<file path="config.mk">
export PLATFORM = sky130hd
export DESIGN_NAME = circuit_vector_driver
export DESIGN_NICKNAME = d
export VERILOG_FILES = /design/src/rtl/circuit_vector_driver.sv
export SDC_FILE = /design/constraint.sdc
export NUM_CORES = 1
export LEC_CHECK = 0
export CORE_UTILIZATION = 45
export CTS_BUF_LIST = sky130_fd_sc_hd__clkbuf_2 sky130_fd_sc_hd__clkbuf_4 sky130_fd_sc_hd__clkbuf_8
export DETAILED_ROUTE_END_ITERATION = 16
export PLACE_DENSITY = 0.67
export SETUP_SLACK_MARGIN = 0.05
export SYNTH_ARGS = -nofsm -noshare
export SYNTH_HDL_FRONTEND = slang
export SYNTH_SLANG_ARGS = --single-unit
</file>
<file path="constraint.sdc">
create_clock -name clk -period 2.36 [get_ports clk]
set_input_delay 0.472 -clock clk [delete_from_list [all_inputs] [get_ports clk]]
set_output_delay 0.472 -clock clk [all_outputs]
set_load 0.02 [all_outputs]
</file>
<file path="src/rtl/circuit_vector_driver.sv">
// Exhaustive driver/checker for a 3-input, 1-output combinational circuit under test.
// Steps {a,b,c} through all 8 vectors, samples the response after a settle time, and compares it to EXPECTED.
module circuit_vector_driver #(
  parameter int unsigned SETTLE_CYCLES = 4,
  parameter logic [7:0]  EXPECTED      = 8'hE2
) (
  input  logic       clk,
  input  logic       rst,
  input  logic       start,
  input  logic       o_in,
  output logic       a,
  output logic       b,
  output logic       c,
  output logic       busy,
  output logic       done,
  output logic       pass,
  output logic [7:0] truth_table,
  output logic [3:0] mismatch_cnt
);

  typedef enum logic [1:0] {IDLE, SETTLE, SAMPLE, DONE} state_t;

  localparam logic [7:0] CNT_INIT = 8'(SETTLE_CYCLES - 1);

  state_t     state_q, state_d;
  logic [2:0] idx_q, idx_d;
  logic [7:0] cnt_q, cnt_d;
  logic       busy_q, busy_d;
  logic       done_q, done_d;
  logic       pass_q, pass_d;
  logic [7:0] tt_q, tt_d;
  logic [3:0] mm_q, mm_d;
  logic       miss;

  always_ff @(posedge clk) begin
    if (rst) begin
      state_q <= IDLE;
      idx_q   <= 3'd0;
      cnt_q   <= 8'd0;
      busy_q  <= 1'b0;
      done_q  <= 1'b0;
      pass_q  <= 1'b0;
      tt_q    <= 8'h00;
      mm_q    <= 4'd0;
    end else begin
      state_q <= state_d;
      idx_q   <= idx_d;
      cnt_q   <= cnt_d;
      busy_q  <= busy_d;
      done_q  <= done_d;
      pass_q  <= pass_d;
      tt_q    <= tt_d;
      mm_q    <= mm_d;
    end
  end

  always_comb begin
    state_d = state_q;
    idx_d   = idx_q;
    cnt_d   = cnt_q;
    busy_d  = busy_q;
    done_d  = done_q;
    pass_d  = pass_q;
    tt_d    = tt_q;
    mm_d    = mm_q;
    miss    = 1'b0;
    case (state_q)
      IDLE, DONE: begin
        if (start) begin
          state_d = SETTLE;
          idx_d   = 3'd0;
          cnt_d   = CNT_INIT;
          busy_d  = 1'b1;
          done_d  = 1'b0;
          pass_d  = 1'b0;
          tt_d    = 8'h00;
          mm_d    = 4'd0;
        end
      end
      SETTLE: begin
        if (cnt_q != 8'd0) cnt_d = cnt_q - 8'd1;
        else               state_d = SAMPLE;
      end
      SAMPLE: begin
        tt_d[idx_q] = o_in;
        miss        = (o_in != EXPECTED[idx_q]);
        mm_d        = mm_q + {3'b000, miss};
        if (idx_q == 3'd7) begin
          // pass is taken from the final count so it is valid in the first done cycle
          state_d = DONE;
          busy_d  = 1'b0;
          done_d  = 1'b1;
          pass_d  = (mm_d == 4'd0);
        end else begin
          state_d = SETTLE;
          idx_d   = idx_q + 3'd1;
          cnt_d   = CNT_INIT;
        end
      end
      default: state_d = IDLE;
    endcase
  end

  // The vector index register drives the CUT directly; it rests at 3'b111 in DONE.
  assign {a, b, c}    = idx_q;
  assign busy         = busy_q;
  assign done         = done_q;
  assign pass         = pass_q;
  assign truth_table  = tt_q;
  assign mismatch_cnt = mm_q;

endmodule

</file>
==> results.sh <==
export IMPL_core_area_um2=3340
export IMPL_post_cts_setup_buffers=0
export IMPL_syn_nets=202
export IMPL_cts_max_path_buffers=2
export IMPL_drive_above_1_share_pct=10.7
export IMPL_n_fill_cell=324
export IMPL_synth_area_leaders="dfxtp_1 37%, a21oi_1 8.3%, ha_1 7.2%"
export IMPL_clk_latency_ps=330
export IMPL_worstPathRequired_ps=1890
export IMPL_use_met3_pct=6.82
export IMPL_tritoncts="built"
export IMPL_overflow=0
export IMPL_worstPathCellList="clkdlybuf4s50_1"
export IMPL_seq_area_frac_synth_pct=37.1
export IMPL_crit_path_start_kind="flop"
export IMPL_yosys_warnings=0
export IMPL_r2r_worst_path_cells=6
export IMPL_htreeDepth=2
export IMPL_max_freq_mhz=497
export IMPL_min_to="truth_table[4]$_SDFFE_PP0P_"
export IMPL_grt_use_met2_pct=32.3
export IMPL_drtAntennaViolNets=0
export IMPL_rsz0062_at_grt="no"
export IMPL_cp_arrival_ps=1540
export IMPL_syn_inst=189
export IMPL_layout_commonest_cell="dfxtp_1"
export IMPL_die_area_um2=3710
export IMPL_wl_um=3400
export IMPL_grt_total_usage_pct=20.6
export IMPL_grt_max_degree=15
export IMPL_clk_pin_slew_ps=90
export IMPL_synthXorXnorAreaFrac_pct=1.68
export IMPL_slew_viol_final=0
export IMPL_clock_sinks=29
export IMPL_syn_area_um2=1560
export IMPL_dpl_hpwl_um=2480
export IMPL_netlist_area_leader_share_pct=37.1
export IMPL_critPathMaxFanout=11
export IMPL_drc=0
export IMPL_max_stage_delay_ps=670
export IMPL_num_vias=1427
export IMPL_relSlewSlack_pct=71.7
export IMPL_final_instance_count_excl_fill=261
export IMPL_start_util_pct=46.8
export IMPL_grt_util_met1_pct=26.1
export IMPL_grt_pass1_vias=1254
export IMPL_reg2reg_from="state_q[0]$_SDFFE_PP0P_"
export IMPL_fin_crit_sh_pct=85.3
export IMPL_leakage_nw=0.725
export IMPL_path_buf_inv=1
export IMPL_drt_pre_antenna_iters=4
export IMPL_vdd_drop_max_mv=0.605
export IMPL_grt_pass1_wl_um=5500
export IMPL_fin_skew_ps=6.93
export IMPL_synth_fa_ha_area_share_pct=7.21
export IMPL_synth_top_area_cell="dfxtp_1"
export IMPL_busiest_layer="met2"
export IMPL_hold_viol=0
export IMPL_status="finished, final reports clean"
export IMPL_worstHoldPathType="reg2reg"
export IMPL_rows=21
export IMPL_holdBufCountCts=0
export IMPL_dp_cells=254
export IMPL_synth_distinct_cells=43
export IMPL_path_depth=1
export IMPL_wl_per_cell_um=13.0
export IMPL_setup_viol=0
export IMPL_end_kind="output pin"
export IMPL_regToRegSetupSlack_ps=390
export IMPL_cts_root_buf="clkbuf_4"
export IMPL_port_buffers=21
export IMPL_synth_top_family_by_area="simple AND/OR/NAND/NOR gates"
export IMPL_avgSynthCellArea_um2=8.27
export IMPL_ioPinCount=22
export IMPL_layout_common_cells="29 x dfxtp_1, 26 x a21oi_1, 21 x clkdlybuf4s50_1"
export IMPL_worst_pin_slew_ps=425
export IMPL_antenna_found_initial=0
export IMPL_synth_seq_cells=29
export IMPL_post_route_worst_setup_slack_ps=346
export IMPL_whs_path_depth=2
export IMPL_powerDensity_nw_per_um2=924
export IMPL_critPathKind="reg2out"
export IMPL_die_height_um=60.9
export IMPL_area_growth_pct=22.3
export IMPL_cts_buffers=5
export IMPL_drv_cap=0
export IMPL_synth_compound_area_share_pct=22.3
export IMPL_post_cts_resized=0
export IMPL_muxShareOfSynthArea_pct=3.28
export IMPL_via_per_inst=5.47
export IMPL_fin_setup_tns_ps=0
export IMPL_antenna_cells=0
export IMPL_worstHoldStart="truth_table[4]$_SDFFE_PP0P_"
export IMPL_gp_congestion=0.867
export IMPL_yosys_area_share_simple_pct=23.1
export IMPL_drtIter0Drc=75
export IMPL_preCtsSetupSlack_ps=131
export IMPL_path_delay_family="buffers and inverters"
export IMPL_crit_slowest_cell="clkdlybuf4s50_1"
export IMPL_final_nets=228
export IMPL_fin_crit_ps=2010
export IMPL_fp_dieW_um=60.9
-- area by class of cell --
class	count	area, um2	area share (%)
Multi-Input combinational cell	142	900	47.1
Clock buffer	7	58.8	3.08
Inverter	8	43.8	2.29
Sequential cell	29	581	30.4
Tap cell	46	57.6	3.01
Timing Repair Buffer	29	270	14.1
-- cell usage after synthesis --
cell type and n:
a32oi_1 2, nor2b_1 4, a2bb2oi_1 1, a311oi_1 1
mux2_2 1, or3b_2 1, and4_1 2, a31oi_1 2
nand3_1 7, mux2i_1 4, nor4_1 4, nor3_1 3
nand2b_1 5, nor2_1 10, nand2_1 18, a22oi_1 1
o21ai_0 15, a31oi_2 1, or2_2 1, or3_1 1
inv_1 7, clkbuf_1 9, a32o_1 2, or4_4 1
or4_1 1, nand2b_2 1, nand4_1 1, a21boi_1 2
buf_2 1, dfxtp_1 29, xor2_1 3, o31ai_1 1
a21oi_1 26, a211o_1 1, o21ai_1 2, and3_1 1
nor3_4 1, bufinv_8 1, or2b_1 1, ha_1 9
and2_1 1, a211oi_1 2, nor3b_1 2
-- metal layers --
metal / wire [um] / share of wire [%]
met5: 0 / 0
met3: 126 / 3.7
met1: 1640 / 48
met4: 61 / 1.8
met2: 1570 / 46
-- through the flow --
step / hold slack [ps] / util [%] / area [um2] / power (mW)
finish: 477 / 57.3 / 1910 / 1.77
global route: 493 / 57.3 / 1910 / 1.91
CTS: 480 / 57.3 / 1910 / 1.77
detailed placement: 467 / 55.5 / 1850 / 1.45
global placement: 457 / 55.5 / 1850 / 1.42
floorplan: 452 / - / 1560 / 1.23
-- power breakdown --
part | total (mW) | leakage (nW) | internal (mW) | switching (mW)
combinational | 0.810 | 0.454 | 0.360 | 0.450
sequential | 0.633 | 0.235 | 0.561 | 0.0713
clock | 0.323 | 0.0348 | 0.152 | 0.171
-- worst max path at each step --
stage | from | endpoint
floorplan | idx_q[0]$_SDFFE_PP0N_ | flop
global placement | o_in | pass$_SDFFE_PP0P_
detailed placement | o_in | pass$_SDFFE_PP0P_
CTS | idx_q[2]$_SDFFE_PP0N_ | a
global route | state_q[0]$_SDFFE_PP0P_ | flop
finish | idx_q[2]$_SDFFE_PP0N_ | a
-- state kept, by name, summed over array words and instances (netlist names), named ones only --
register      count
pass              1
done              1
cnt_q             8
mismatch_cnt      4
busy              1
truth_table       8
state_q           2
idx_q             3
-- logic make-up (layout without fill, tap and decap cells) --
logic type,count (synthesis),count (layout)
and+or+nand+nor,66,66
AOI/OAI and AO/OA,59,59
adders and majority gates,9,9
buffers and inverters,18,44
muxes,5,5
DFF,29,29
xor gates and xnor gates,3,3
Power figures use the tool's default switching activity.
